$ cat src/rtl/seg_disp_sched.sv
// Scan controller and frame-boundary arbiter for a shared 8-digit seven-segment display.
// Optional inter-digit blanking is enabled by defining SEG_DISP_BLANK_EN.
module seg_disp_sched #(
  parameter int NUM_DIG    = 8,
  parameter int SCAN_DIV   = 25000,
  parameter int MIN_FRAMES = 4,
  parameter int BLANK_CYC  = 16
) (
  input  logic                 clk,
  input  logic                 sys_rst,
  input  logic                 en,
  input  logic                 req_a,
  input  logic [NUM_DIG*8-1:0] pat_a,
  output logic                 gnt_a,
  input  logic                 req_b,
  input  logic [NUM_DIG*8-1:0] pat_b,
  output logic                 gnt_b,
  output logic [NUM_DIG-1:0]   seg_sel,
  output logic [7:0]           seg_led,
  output logic                 frame_start
);

  localparam int SW = (SCAN_DIV > 1) ? $clog2(SCAN_DIV) : 1;
  localparam int DW = $clog2(NUM_DIG);
  localparam int HW = $clog2(MIN_FRAMES + 1);

  typedef enum logic [1:0] {IDLE, OWN_A, OWN_B} state_t;

  state_t               r_state;
  logic [SW-1:0]        r_scan_cnt;
  logic [DW-1:0]        r_dig_idx;
  logic                 r_rr_ptr;
  logic [HW-1:0]        r_hold_cnt;
  logic [NUM_DIG*8-1:0] r_snap;
  logic                 r_frame_start;

  logic          w_tick;
  logic          w_fb;
  logic          w_own_req;
  logic          w_oth_req;
  logic          w_win_b;
  logic [HW:0]   w_hold_p1;
  logic          w_hold_ok;
  logic [HW-1:0] w_hold_sat;
  logic [DW-1:0] w_dig_nxt;
  logic          w_blank;
  logic          w_show;
  logic [NUM_DIG-1:0] w_onehot;

  assign w_tick    = en && (r_state != IDLE) &&
                     (r_scan_cnt == SW'(SCAN_DIV - 1));
  assign w_fb      = w_tick && (r_dig_idx == DW'(NUM_DIG - 1));
  assign w_own_req = (r_state == OWN_A) ? req_a : req_b;
  assign w_oth_req = (r_state == OWN_A) ? req_b : req_a;
  // rr_ptr: 0 favours A, 1 favours B when both request from idle
  assign w_win_b   = (req_a && req_b) ? r_rr_ptr : req_b;
  assign w_hold_p1 = {1'b0, r_hold_cnt} + (HW+1)'(1);
  assign w_hold_ok = w_hold_p1 >= (HW+1)'(MIN_FRAMES);
  assign w_hold_sat = w_hold_ok ? HW'(MIN_FRAMES) : w_hold_p1[HW-1:0];
  assign w_dig_nxt = (r_dig_idx == DW'(NUM_DIG - 1)) ?
                     '0 : r_dig_idx + DW'(1);

  always_ff @(posedge clk or posedge sys_rst) begin
    if (sys_rst) begin
      r_state       <= IDLE;
      r_scan_cnt    <= '0;
      r_dig_idx     <= '0;
      r_rr_ptr      <= 1'b0;
      r_hold_cnt    <= '0;
      r_snap        <= '0;
      r_frame_start <= 1'b0;
    end else begin
      r_frame_start <= 1'b0;
      unique case (r_state)
        IDLE: begin
          if (en && (req_a || req_b)) begin
            r_state       <= w_win_b ? OWN_B : OWN_A;
            r_rr_ptr      <= ~w_win_b;
            r_snap        <= w_win_b ? pat_b : pat_a;
            r_scan_cnt    <= '0;
            r_dig_idx     <= '0;
            r_hold_cnt    <= '0;
            r_frame_start <= 1'b1;
          end
        end
        default: begin
          if (w_tick) begin
            r_scan_cnt <= '0;
            r_dig_idx  <= w_dig_nxt;
          end else if (en) begin
            r_scan_cnt <= r_scan_cnt + SW'(1);
          end
          if (w_fb) begin
            r_frame_start <= 1'b1;
            if (w_oth_req && (w_hold_ok || !w_own_req)) begin
              r_state    <= (r_state == OWN_A) ? OWN_B : OWN_A;
              r_rr_ptr   <= (r_state == OWN_B);
              r_hold_cnt <= '0;
              r_snap     <= (r_state == OWN_A) ? pat_b : pat_a;
            end else if (!w_own_req) begin
              r_state    <= IDLE;
              r_hold_cnt <= '0;
            end else begin
              r_hold_cnt <= w_hold_sat;
              r_snap     <= (r_state == OWN_A) ? pat_a : pat_b;
            end
          end
        end
      endcase
    end
  end

`ifdef SEG_DISP_BLANK_EN
  localparam int BW = $clog2(BLANK_CYC + 1);
  logic [BW-1:0] r_blank_cnt;

  // Blank window runs alongside scan_cnt so the digit period is unchanged
  always_ff @(posedge clk or posedge sys_rst) begin
    if (sys_rst) begin
      r_blank_cnt <= '0;
    end else if (r_state == IDLE) begin
      r_blank_cnt <= '0;
    end else if (w_tick) begin
      r_blank_cnt <= BW'(BLANK_CYC);
    end else if (r_blank_cnt != '0) begin
      r_blank_cnt <= r_blank_cnt - BW'(1);
    end
  end

  assign w_blank = (r_blank_cnt != '0);
`else
  assign w_blank = 1'b0;
`endif

  assign w_onehot = {{(NUM_DIG-1){1'b0}}, 1'b1} << r_dig_idx;
  assign w_show   = en && (r_state != IDLE) && !w_blank;

  assign seg_sel     = w_show ? w_onehot : '0;
  assign seg_led     = w_show ? r_snap[{r_dig_idx, 3'b000} +: 8] : 8'h00;
  assign gnt_a       = (r_state == OWN_A);
  assign gnt_b       = (r_state == OWN_B);
  assign frame_start = r_frame_start;

endmodule

$ cat config.mk
export PLATFORM = sky130hd
export DESIGN_NAME = seg_disp_sched
export DESIGN_NICKNAME = d
export VERILOG_FILES = /design/src/rtl/seg_disp_sched.sv
export SDC_FILE = /design/constraint.sdc
export NUM_CORES = 1
export LEC_CHECK = 0
export ABC_CLOCK_PERIOD_IN_PS = 3320
export CORE_ASPECT_RATIO = 1.4
export CORE_MARGIN = 2
export CORE_UTILIZATION = 52
export CTS_CLUSTER_DIAMETER = 50
export DETAILED_ROUTE_END_ITERATION = 6
export DONT_BUFFER_PORTS = 1
export PLACE_DENSITY = 0.72
export SLEW_MARGIN = 20
export SYNTH_ARGS = -nofsm -noshare
export SYNTH_HDL_FRONTEND = slang
export SYNTH_SLANG_ARGS = --single-unit
$ cat constraint.sdc
create_clock -name clk -period 3.32 [get_ports clk]
set_clock_uncertainty 0.05 [all_clocks]
set_input_delay 0.664 -clock clk [delete_from_list [all_inputs] [get_ports clk]]
set_output_delay 0.664 -clock clk [all_outputs]
set_load 0.1 [all_outputs]
== Word-level counts from Yosys, hierarchy flattened ==
Index checks and enable logic that the tools add are counted.
Storage, ports and cells
  register bits: 89
  input bits: 133
  output and inout bits: 19
  word-level logic and storage cells: 82
Operators by class
  $add $sub $neg: 3
  order comparisons: 1
  equality and inequality tests: 6
  shift operators: 2
  mux-type cells: 40
  bitwise gates (word level): 1
  reduce and logical (&&, ||, !) cells: 22
Operators by type and width (number)
  $mux W64: 8
  $shiftx A64 B7 Y8: 1
  $mux W15: 4
  $mux W3: 9
  $mux W8: 2
  $add A15 B1 Y15 const B: 1
  $eq A15 B15 Y1 const B: 1
  $mux W2: 7
  $mux W1: 10
  $reduce_and A3 Y1: 3
  $reduce_bool A2 Y1: 4
  $shl A1 B3 Y8 const A: 1
  $logic_and A1 B1 Y1: 6
  $reduce_and A2 Y1: 3
  $reduce_bool A3 Y1: 2
  $add A3 B1 Y4 const B: 1
  $ge A4 B3 Y1 const B: 1
  $add A3 B1 Y3 const B: 1
  $eq A3 B3 Y1 const B: 1
  $ne A3 B1 Y1 const B: 1
  $eq A2 B1 Y1 const B: 1
  $eq A2 B2 Y1 const B: 1
  $logic_not A2 Y1: 1
  $logic_or A1 B1 Y1: 2
  other kinds (3): 3

== Depth between registers and ports, before layout ==
Gate-level depths: netlist of the first run.
  depth in word-level cells: 8
  mapped depth: 8

== Worst setup path before layout of the first run ==
No wires, ideal clock.
  path type: reg-to-output
  start point: register r_dig_idx[0]
  end point: output port seg_led[0]
  arrival: 2.988 ns
  path slack: -0.382 ns
  cell stages (with the launch flop): 6
  path buffers: 2
  cell sequence: dfrtp_1 > clkbuf_1 > buf_2 > mux4_2 > nand2_1 > a21oi_1
Between the ends
  cells in the longest elaborated chain, start to end: 2
RTL lines
  start: declaration: RTL line 31  | logic [DW-1:0] r_dig_idx;
  start signal: assignment: RTL line 89  | r_dig_idx <= w_dig_nxt;
  $shiftx A64 B7 Y8: RTL line 139  | assign seg_led = w_show ? r_snap[{r_dig_idx, 3'b000} +: 8] : 8'h00;
  $mux W8: RTL line 139
  end: declaration: RTL line 19  | output logic [7:0] seg_led,
Every way passes these cells.

== Final worst setup path of the first run ==
Ends and elaborated chain as after synthesis.

==> impl_metrics.yaml, run 1 <==
synth:
  synth_edf_count: 0
  synth.most_common_cell: "nand2_1"
  synth_area_um2: 5380
  yosys_warnings: 0
  yosys.area.top_type: "dfrtp_1"
  synth_nets: 747
  synth_area_leaders: "dfrtp_1, o31ai_1, a21oi_1"
  synth_commonest_cells: "nand2_1, dfrtp_1, a21oi_1"
  async_flop_share_pct: 100
  yosysTopAreaCellShare_pct: 41.4
  ys_ff_latch: 89
  synth_area_per_cell_um2: 8.88
  synth-main-ff-cell: "dfrtp_1"
  ys_types: 52
  yosysSeqAreaShare_pct: 41.4
  synthCells: 606
floorplanning:
  die_w_um: 90.0
  die_h_um: 124
  pin_count: 152
  core_area_um2: 10000
  dieArea_um2: 11200
  start_util_pct: 53.8
  rows: 43
setup_path:
  start_kind: "flop"
  critPathArrivalTime_ps: 2150
  critPathCaptureType: "primary output"
  crit_type: "flop to primary output"
  crit_path_max_fanout: 16
  required_ps: 2610
timing:
  max_slew_margin_pct: 38.7
  hold_slack_ps: 252
  hold_viol: 0
  worst_pin_slew_ps: 913
  period_share_pct: 86.3
  fin_crit_ps: 2870
  finalSetupTns_ps: 0
  setup_viol: 0
  timing.fmax_mhz: 349
  slew_violations: 0
  rsz0062_at_grt: "no"
clock_network:
  hold_buffers: 0
  cts.clk_slew.worst_paths_ps: 70
  ctsRootBufferMaster: "clkbuf_16"
  post_cts_buffers: 0
  h-tree-depth: 3
  clockBufferDepth: 2
  cts_sinks: 89
  clk_latency_ps: 340
  cts_resized: 0
  tritoncts: "done"
  cts_buffers: 9
cells_and_area:
  drive_above_1_share_pct: 14.0
  nets: 729
  final_cells: 728
  antenna_cells: 0
  synthToLayoutAreaGrowth_pct: 9.79
detailed_routing:
  drc_errors: 0
  drt_iter0_markers: 308
  drtAntennaViolNets: 0
  wl_um: 14400
  via_count: 4643
  wl_per_cell_um: 19.8
  drt_pre_antenna_iters: 5
  via_per_inst: 6.38
grt:
  grt_antenna_before_repair: 0
  grt_max_degree: 129
  grt_usage_pct: 26.6
  grt_pass1_vias: 4651
  grt-ovfl-total: 0
  grt_pass1_wl_um: 23800
power:
  p_leak_nw: 2.48
  power.density_nw_per_um2: 831
  ir_drop_v: 0.000364
outcome:
  status: "completed"
placed_design:
  hpwl_um: 10400
  io_buffer_count: 0
  gp_congestion: 0.866
  dp.cells: 712
worst_hold_path:
  hp-class: "input port to asynchronous set/reset pin"
job:
  cap_violations: 0
[area by class of cell]
type,instances,area (um2)
Clock buffer,11,243
Inverter,11,42.5
Clock inverter,5,78.8
Timing Repair Buffer,28,235
Tap cell,135,169
Sequential cell,89,2230
Fill cell,917,4100
Multi-Input combinational cell,449,2910
[logic make-up (layout without fill, tap and decap cells)]
logic type,count (synthesis),in the layout,share of synthesized area (%)
flops,89,89,41.4
compound gates,196,196,23.2
buf+inv,68,55,5.70
fa+ha+maj,8,8,1.86
simple gates,222,222,19.8
mux,23,23,8.07
[path summary, 6_finish.rpt]
| check | slack, ps | cells after the start | startpoint | to |
|---|---|---|---|---|
| setup / recovery | 450 | 5 | r_dig_idx[0] | seg_led[0] |
| hold reg to reg | 430 | 2 | r_snap[17] | r_snap[17] |
| min in group clk | 430 | 2 | r_snap[17] | r_snap[17] |
| max in group asynchronous | 2240 | 2 | sys_rst | frame_start |
| setup reg to reg | 650 | 5 | r_scan_cnt[6] | r_scan_cnt[5] |
| hold / removal | 250 | 1 | sys_rst | r_snap[30] |
[critical path, stage by stage, from the launching register on]
cell and delay, ps:
dfrtp_1 430, buf_4 340, mux4_2 560, nand2_1 110, a21oi_2 80, buf_4 280
[layer usage]
metal  share of wire [%]  track usage, %  vias up
met5                   0               0        -
met3                 6.2            5.02       33
met1                  40            33.8     2217
met4                 3.5            12.1        0
li1                    -               -     2211
met2                  50            44.1      182
[sequential cells by signal, summed over array words and instances (netlist names)]
signal       flops
r_state          2
r_scan_cnt      15
r_dig_idx        3
r_snap          64
r_rr_ptr         1
r_hold_cnt       3
frame_start      1
[stage by stage]
| stage | cell area (um2) | worst slack (ps) | total power [mW] | util [%] |
|---|---|---|---|---|
| final | 5910 | 453 | 4.91 | 59.0 |
| after detailed placement | 5590 | 669 | 3.83 | 55.8 |
| after global routing | 5910 | 331 | 5.23 | 59.0 |
| after floorplan | 5410 | 166 | 3.35 | - |
| after CTS | 5910 | 429 | 4.93 | 59.0 |
| after global placement | 5590 | 738 | 3.76 | 55.8 |
[power breakdown]
group	switching (mW)	total (mW)	internal, mW
Clock	0.425	1.10	0.679
Sequential	0.346	1.85	1.51
Combinational	1.25	1.95	0.701
[layout by cell type (no fill, tap or decap), drive strengths merged, types with 2 or more instances in the layout]
cell | synthesis | layout
dfrtp | 89 | 89
and3 | 11 | 11
nand4 | 4 | 4
a221o | 2 | 2
bufinv | 0 | 2
nand2 | 94 | 94
mux2 | 3 | 3
and2 | 4 | 4
o31ai | 67 | 67
a31oi | 3 | 3
nand3 | 9 | 9
buf | 16 | 28
o41ai | 2 | 2
or3 | 2 | 2
nor2 | 8 | 8
o21ai | 20 | 20
or2 | 2 | 2
clkinv | 0 | 4
nor2b | 3 | 3
inv | 11 | 10
ha | 8 | 8
a21boi | 2 | 2
a22o | 3 | 3
nand2b | 6 | 6
a21o | 7 | 7
clkbuf | 41 | 11
nor3b | 3 | 3
mux4 | 16 | 16
mux2i | 4 | 4
nor3 | 68 | 68
a21oi | 78 | 78
nor4 | 4 | 4
No activity file was read; power rests on OpenSTA's default activity.
==> run 2, diff against run 1 <==
- PLACE_DENSITY: 0.72 -> 0.68
==> run 2 against run 1 <==
- critical path depth down 2
- clock-buffer cell count decreased by 2
- non-clock buffer count decreased by 2
- register-to-register slack lost 40 ps
- critical path type unchanged
==> impl_metrics.yaml, run 2 (synthesized netlist as in run 1, its figures left out) <==
cells_and_area:
  seq_area_um2: 2230
  drive_above_1_share_pct: 13.9
  multi_input_area_um2: 2910
  layout_common_cells: "nand2_1, dfrtp_1, a21oi_1, nor3_1, o31ai_1"
  fillers: 900
  nets: 727
  utilization_pct: 59.2
  reg.largest.list: "r_snap (64), r_scan_cnt (15)"
  top_register: "r_snap"
  largest_register_ffs: 64
  final_common_cell: "nand2_1"
  antenna_cells: 0
  synthToLayoutAreaGrowth_pct: 10.2
timing:
  timing.fmax_mhz: 355
  finalSetupTns_ps: 0
  period_share_pct: 84.9
  fin_crit_ps: 2820
  setup_viol: 0
  hold_slack_ps: 267
  worst_pin_slew_ps: 961
  max_slew_margin_pct: 35.5
  rsz0062_at_grt: "no"
  slew_violations: 0
  hold_viol: 0
setup_path:
  reg2reg_to: "r_scan_cnt[5]"
  crit_type: "flop to primary output"
  critPathArrivalTime_ps: 2100
  crit_path_top_delay_cell: "o21ai_1"
  crit_path_max_incr_delay_ps: 830
  critPathCaptureType: "primary output"
  crit_family: "compound AO/OA/AOI/OAI gates"
  required_ps: 2610
  worstRegToRegCells: 5
  rrSetupSlack_ps: 610
  reg2reg_from: "r_scan_cnt[6]"
  path_cells: "o21ai_1, a21oi_2, buf_4"
  worst-path-buf-inv: 1
  start_kind: "flop"
  crit_path_max_fanout: 16
power:
  ir_drop_v: 0.000428
  power.density_nw_per_um2: 838
  p_leak_nw: 2.48
detailed_routing:
  drtAntennaViolNets: 0
  drt_pre_antenna_iters: 5
  wl_um: 14400
  via_per_inst: 6.39
  wl_per_cell_um: 19.8
  via_count: 4638
  drc_errors: 0
  drt_iter0_markers: 340
placed_design:
  io_buffer_count: 0
  gp_congestion: 0.854
  hpwl_um: 10300
clock_network:
  cts_resized: 0
  clockBufferDepth: 2
  cts_buffers: 9
  cts.clk_slew.worst_paths_ps: 70
  h-tree-depth: 3
  hold_buffers: 0
  ctsRootBufferMaster: "clkbuf_16"
  tritoncts: "done"
  cts_sinks: 89
  clk_latency_ps: 350
  post_cts_buffers: 0
grt:
  grt_antenna_before_repair: 0
  grt_max_degree: 129
  grt-ovfl-total: 0
  grt_pass1_wl_um: 23600
  grt_usage_pct: 26.3
  grt_pass1_vias: 4664
floorplanning:
  rows: 43
  start_util_pct: 53.8
  dieArea_um2: 11200
  die_w_um: 90.0
  core_area_um2: 10000
  die_h_um: 124
  pin_count: 152
job:
  cap_violations: 0
worst_hold_path:
  hp-class: "input port to asynchronous set/reset pin"
outcome:
  status: "completed"
==> run 2: changes by cell type in the layout (fill, tap and decap cells not counted) <==
cell,previous run,this run
clkbuf_8,1,0
clkinvlp_4,0,2
buf_4,26,23
buf_12,2,3
clkbuf_1,1,0
clkinv_2,3,2
bufinv_16,2,3
==> run 2: cell type report <==
class	count	share of cell area [%]
sequential	89	37.6
tap	135	2.85
multi-input combinational	449	49.1
clock inverter	7	2.01
clock buffer	9	3.80
timing repair buffer	26	3.93
inverter	11	0.718
==> run 2: through the flow <==
stage               worst slack (ps)  cells  power, mW  area, um2
finish                           501    726       4.97       5930
CTS                              487    726       5.00       5930
detailed placement               632    710       3.82       5580
global route                     348    726       5.29       5930
global placement                 721    710       3.76       5580
floorplan                        166    606       3.35       5410
==> run 2: where the power goes <==
group / total (mW) / internal (mW) / switching, mW
Clock: 1.17 / 0.735 / 0.432
Combinational: 1.96 / 0.703 / 1.25
Sequential: 1.85 / 1.51 / 0.340
==> run 2: routing by layer <==
metal / wire (um) / GRT usage, % / part of all wire, %
met4: 416 / 11.7 / 2.9
met1: 5680 / 32.6 / 40
met3: 808 / 5.26 / 5.6
met2: 7470 / 44.7 / 52
met5: 0 / 0 / 0
==> run 2: worst max-delay path by stage <==
| stage | from | end | slack [ps] | depth (start not counted) |
|---|---|---|---|---|
| after floorplan | r_dig_idx[0] | seg_led[0] | 170 | 5 |
| after global placement | r_scan_cnt[6] | r_scan_cnt[5] | 720 | 5 |
| after detailed placement | r_scan_cnt[6] | r_scan_cnt[5] | 630 | 5 |
| after CTS | r_dig_idx[0] | seg_sel[7] | 490 | 5 |
| after global routing | r_dig_idx[0] | seg_sel[7] | 350 | 5 |
| final | r_state[1] | seg_led[0] | 500 | 3 |
==> run 2: worst reg2reg max path, cell delays in order (launching register included) <==
cell and delay [ps]:
dfrtp_1 430, or4b_1 590, nor4_4 530, nand2b_1 530
o21ai_0 220, a22o_1 260
==> run 3, diff against run 2 <==
- ABC_CLOCK_PERIOD_IN_PS: 3320 -> 2300
- PLACE_DENSITY: 0.68 -> 0.71
- clock period: 3.32 -> 2.3 ns (I/O delays scaled with it)
==> run 3 against run 2 <==
- the run now ends with hold timing, setup timing left
- clock power increased by 25%
- hold slack got worse by 270 ps
- routed wire length grew 14%
- critical path type unchanged
- largest cell class unchanged
- highest routed layer unchanged
==> impl_metrics.yaml, run 3 (synthesized netlist as in run 1, its figures left out) <==
grt:
  grt_pass1_wl_um: 25100
  grt_antenna_before_repair: 0
  grtUsageMet2_pct: 48.9
  grt_util_met1_pct: 35.1
  grt-busiest-layer: "met2"
  use_met3_pct: 4.60
  grt_max_degree: 92
  grt_usage_pct: 28.4
  grt-ovfl-total: 0
  grt_pass1_vias: 4757
power:
  power.density_nw_per_um2: 1130
  report.power.total_mw: 7.77
  power.sequential.fraction_pct: 33.8
  sw_frac_of_total_pct: 41.7
  p_clk_share_pct: 18.9
  p_comb_share_pct: 47.4
  p_leak_nw: 2.82
  p_int_mw: 4.53
  power.switching_mw: 3.24
  ir_drop_v: 0.000565
clock_network:
  cts_sinks: 89
  ctsRootBufferMaster: "clkbuf_16"
  tritoncts: "done"
  h-tree-depth: 3
  clk_latency_ps: 340
  clockBufferDepth: 2
  hold_buffers: 0
  cts_buffers: 9
  cts.clk_slew.worst_paths_ps: 60
floorplanning:
  pin_count: 152
  die_h_um: 124
  rows: 43
  start_util_pct: 53.8
  core_area_um2: 10000
  dieArea_um2: 11200
  die_w_um: 90.0
cells_and_area:
  layout_common_cells: "dfrtp_1, nand2_1, a21oi_1, nor3_1, o31ai_1"
  utilization_pct: 68.4
  drive_above_1_share_pct: 29.6
  nets: 765
  synthToLayoutAreaGrowth_pct: 27.3
  reg.largest.list: "r_snap (64), r_scan_cnt (15)"
  top_register: "r_snap"
  fillers: 772
  final_common_cell: "dfrtp_1"
  largest_register_ffs: 64
  antenna_cells: 0
timing:
  timing.fmax_mhz: 409
  fin_crit_ps: 2450
  slew_violations: 0
  worst_pin_slew_ps: 631
  worst_slack_ps: -146
  max_slew_margin_pct: 57.8
  hold_viol: 9
  hold_slack_ps: -8.03
  rsz0062_at_grt: "yes"
  period_share_pct: 106
  setup_viol: 10
setup_path:
  critPathArrivalTime_ps: 1940
  crit_type: "flop to primary output"
  reg2reg_from: "r_scan_cnt[12]"
  crit_end: "seg_led[0]"
  required_ps: 1790
  worstRegToRegCells: 7
  rrSetupSlack_ps: 0
  crit_path_max_fanout: 5
  start_kind: "flop"
  critPathCaptureType: "primary output"
  cp-startpoint: "r_dig_idx[0]"
  reg2reg_to: "r_snap[12]"
detailed_routing:
  drc_errors: 0
  via_per_inst: 6.48
  wl_um: 16400
  via_count: 4942
  drt_pre_antenna_iters: 5
  wl_per_cell_um: 21.5
  drtAntennaViolNets: 0
  drt_iter0_markers: 397
outcome:
  status: "finished with violations"
  violations: "hold timing, setup timing"
job:
  cap_violations: 0
worst_hold_path:
  hp-class: "input port to asynchronous set/reset pin"
placed_design:
  gp_congestion: 0.880
  hpwl_um: 11200
  io_buffer_count: 0
==> run 3: power by group through the flow <==
| stage | registers, mW | logic (mW) | clock network, mW |
|---|---|---|---|
| after floorplan | 2.45 | 2.46 | 0 |
| after global placement | 2.59 | 3.13 | 0 |
| after detailed placement | 2.61 | 3.22 | 0 |
| after CTS | 2.59 | 3.27 | 1.49 |
| after global routing | 2.67 | 3.96 | 1.54 |
| final | 2.62 | 3.68 | 1.46 |
==> run 3: worst max-delay path: stages (launching register included) <==
cell and delay [ps]:
dfrtp_2 440, buf_12 120, buf_12 120, mux4_2 540, nand2_2 100, a21oi_4 60
buf_12 200
==> run 3: layout make-up <==
cell class | count | area, um2 | share of cell area, %
Tap cell | 135 | 169 | 2.47
Sequential cell | 89 | 2230 | 32.5
Inverter | 11 | 48.8 | 0.712
Clock inverter | 1 | 7.51 | 0.110
Clock buffer | 14 | 294 | 4.29
Timing Repair Buffer | 64 | 846 | 12.3
Multi-Input combinational cell | 449 | 3260 | 47.5
==> run 3: what timing repair did <==
item,4_1_cts,5_1_grt
gates cloned,2,4
endpoints found under the hold margin,0,0
gates resized for setup,22,57
buffers inserted,5,5
setup endpoints to repair,9,88
pin swaps,9,10
==> run 3: worst min path at each step <==
stage | from | end | slack [ps] | cells past startpoint
after floorplan | r_snap[16] | r_snap[16] | 390 | 2
after CTS | sys_rst | r_snap[33] | 4 | 1
after detailed placement | sys_rst | r_state[1] | 370 | 1
after global routing | sys_rst | r_hold_cnt[1] | 20 | 1
after global placement | sys_rst | r_dig_idx[0] | 360 | 1
final | sys_rst | r_hold_cnt[0] | -8 | 1
==> run 3: layer usage <==
metal	vias to the layer above	wire, um
met1	2419	6240
met2	201	8690
met4	0	636
li1	2281	-
met3	41	858
met5	-	0
==> run 3: per-stage QoR <==
stage / area (um2) / setup WS [ps] / hold WS (ps) / std cells / setup TNS, ps
floorplan: 5500 / 2.45 / 393 / 606 / 0
global placement: 6070 / 62.9 / 360 / 734 / 0
detailed placement: 6070 / 10.4 / 370 / 734 / 0
CTS: 6530 / -193 / 3.98 / 756 / -1930
global route: 6850 / -174 / 21.6 / 763 / -2350
finish: 6850 / -146 / -8.03 / 763 / -836
==> RTL change, RTL diff (settings of run 1) <==
Build with the macro `SEG_DISP_BLANK_EN` defined.
--- a/src/rtl/seg_disp_sched.sv
+++ b/src/rtl/seg_disp_sched.sv
@@ -1,5 +1,7 @@
 // Scan controller and frame-boundary arbiter for a shared 8-digit seven-segment display.
 // Optional inter-digit blanking is enabled by defining SEG_DISP_BLANK_EN.
+`define SEG_DISP_BLANK_EN
+
 module seg_disp_sched #(
   parameter int NUM_DIG    = 8,
   parameter int SCAN_DIV   = 25000,
Behaviour: no difference found for any inputs over 4 cycles, from zero or initial values and one cycle with sys_rst high; that may be too few to reach the edited logic, so the function may still have changed.
==> RTL change against run 1 <==
  * Count of clock-buffer cells in the layout shrank 2
  * Critical path depth grew 1
  * Power grew 39%
  * Routed wire length grew 88%
  * Non-clock buffer count grew 15
  * Area after synthesis grew 58%
  * Worst setup slack lost 0.25 ns
  * First-iteration DRC count grew to 3.4 times the old value
  * Sequential cell count grew 5
  * Final area grew 56%
  * Via count grew 86%
  * Clock power shrank 11%
  * Critical endpoint is now seg_sel[2]
  * Largest cell class unchanged
  * Largest power group unchanged
==> RTL change: results (changes against run 1) <==
Run status
  • Status: finished clean

Logic synthesis
  • Post-synth top cells: nor2_1 (222), nand2_1 (95), dfrtp_1 (94)
  • Library cells used by synthesis: 57 (+9.6%)
  • Synth Area in Compound Gates: 0.263 (+0.0315)
  • Synthesized area per cell: 7.71 um2 (-13%)
  • Adder-cell share of the synthesized area: 0.0133 (-0.00534)
  • Seq/Total Area, Yosys: 0.277 (-0.137)
  • Mux cell area share after synthesis: 0.124 (+0.0435)
  • Top cells by area, synth: dfrtp_1 (28%), nor2_1 (9.8%), mux2i_1 (7.8%), o2111ai_1 (6.6%), a22oi_1 (5.7%)
  • Synth Area in XOR/XNOR: 0.00516 (+0.00516)

Drt
  • Drt first pass iters: 6 (+1)
  • DR WL met2: 13200 um (+83%)
  • Vias per cell: 6.92 (+8.5%)
  • Metal-1 WL: 10600 um (+83%)
  • Drt total wl: 27100 um (+88%)
  • Met3 WL post-DR: 2200 um (+150%)
  • Avg WL per Cell: 21.7 um (+9.6%)
  • 1st-iter DRT viols: 1061 (+240%)

Layout
  • Fill count: 1490 (+62%)
  • Top flop regs: r_snap (64), r_scan_cnt (15), r_blank_cnt (5)
  • Layout cells sized above 1: 0.0972 (-0.0427)
  • Post-layout nets: 1186 (+63%)

Power and ir drop
  • LEAKAGE: 0.00339 uW (+37%)
  • Max IR drop VDD: 0.538 mV (+48%)

Worst setup path
  • Maximum net fanout on the critical path: 6 (-10)
  • Slowest cell delay on critical path: 0.51 ns (-0.05 ns)
  • Slowest stage cell, crit path: or3b_2
  • Worst path arrival time: 2.40 ns (+0.25 ns)

Global route
  • Total track usage: 0.307 (+0.0413)
  • M1 GR Usage: 0.406 (+0.0686)
  • Largest net degree at the start of global routing: 130 (+0.78%)
  • Met3 Resource Use GR: 0.0487 (-0.00152)
  • Vias in the first global route: 8015 (+72%)
  • Grt met2 use: 0.501 (+0.0601)
  • First-pass GRT wire length: 43300 um (+82%)

Placement
  • Gp weighted congestion: 0.893 (+3.1%)
  • Dpl hpwl: 17700 um (+70%)
  • Post-place instance area: 0.00896 mm2 (+60%)
  • Dpl ws: 0.571 ns (-0.0976 ns)

Clock tree
  • Postcts setup bufs: 0 (unchanged)
  • Htree depth: 3 (unchanged)
  • Clk buf depth: 2 (unchanged)

STA
  • Slew headroom: 0.421 (+0.0339)
RTL change: power by group:
part / internal [uW] / leakage (uW) / switching, uW
clock: 509 / 0.000128 / 474
sequential: 1600 / 0.00112 / 457
combinational: 1440 / 0.00214 / 2330
RTL change: metrics by stage:
step | hold WS (ns) | util
4_1_cts | 0.250 | 0.574
3_3_place_gp | 0.464 | 0.557
2_1_floorplan | 0.427 | -
3_5_place_dp | 0.472 | 0.557
5_1_grt | 0.274 | 0.574
6_report | 0.219 | 0.574
RTL change: path summary, 6_finish.rpt:
| kind | start | endpoint | slack (ns) | depth (start not counted) |
|---|---|---|---|---|
| setup reg to reg | r_hold_cnt[0]$_DFFE_PP0P_ | r_snap[14]$_DFFE_PP0P_ | 0.72 | 8 |
| hold reg to reg | r_scan_cnt[0]$_DFFE_PP0P_ | r_scan_cnt[0]$_DFFE_PP0P_ | 0.49 | 1 |
| setup / recovery | r_blank_cnt[0]$_DFFE_PP0P_ | seg_sel[2] | 0.20 | 6 |
| hold / removal | sys_rst | r_snap[10]$_DFFE_PP0P_ | 0.22 | 1 |
| min in group clk | r_scan_cnt[0]$_DFFE_PP0P_ | r_scan_cnt[0]$_DFFE_PP0P_ | 0.49 | 1 |
| max in group asynchronous | sys_rst | r_snap[28]$_DFFE_PP0P_ | 2.31 | 2 |
RTL change: layout make-up:
type / count / share of cell area
timing repair buffer: 43 / 0.0674
clock inverter: 7 / 0.00542
tap: 199 / 0.0270
sequential: 94 / 0.255
inverter: 13 / 0.00582
multi-input combinational: 883 / 0.615
clock buffer: 9 / 0.0244
RTL change: critical path, delay by kind of cell, from the launching register on:
kind                     cells  cell delay (ns)
adder cells (fa/ha/maj)      1             0.20
flip-flops                   1             0.38
AND/OR/NAND/NOR              3             1.21
buffers and inverters        2             0.27
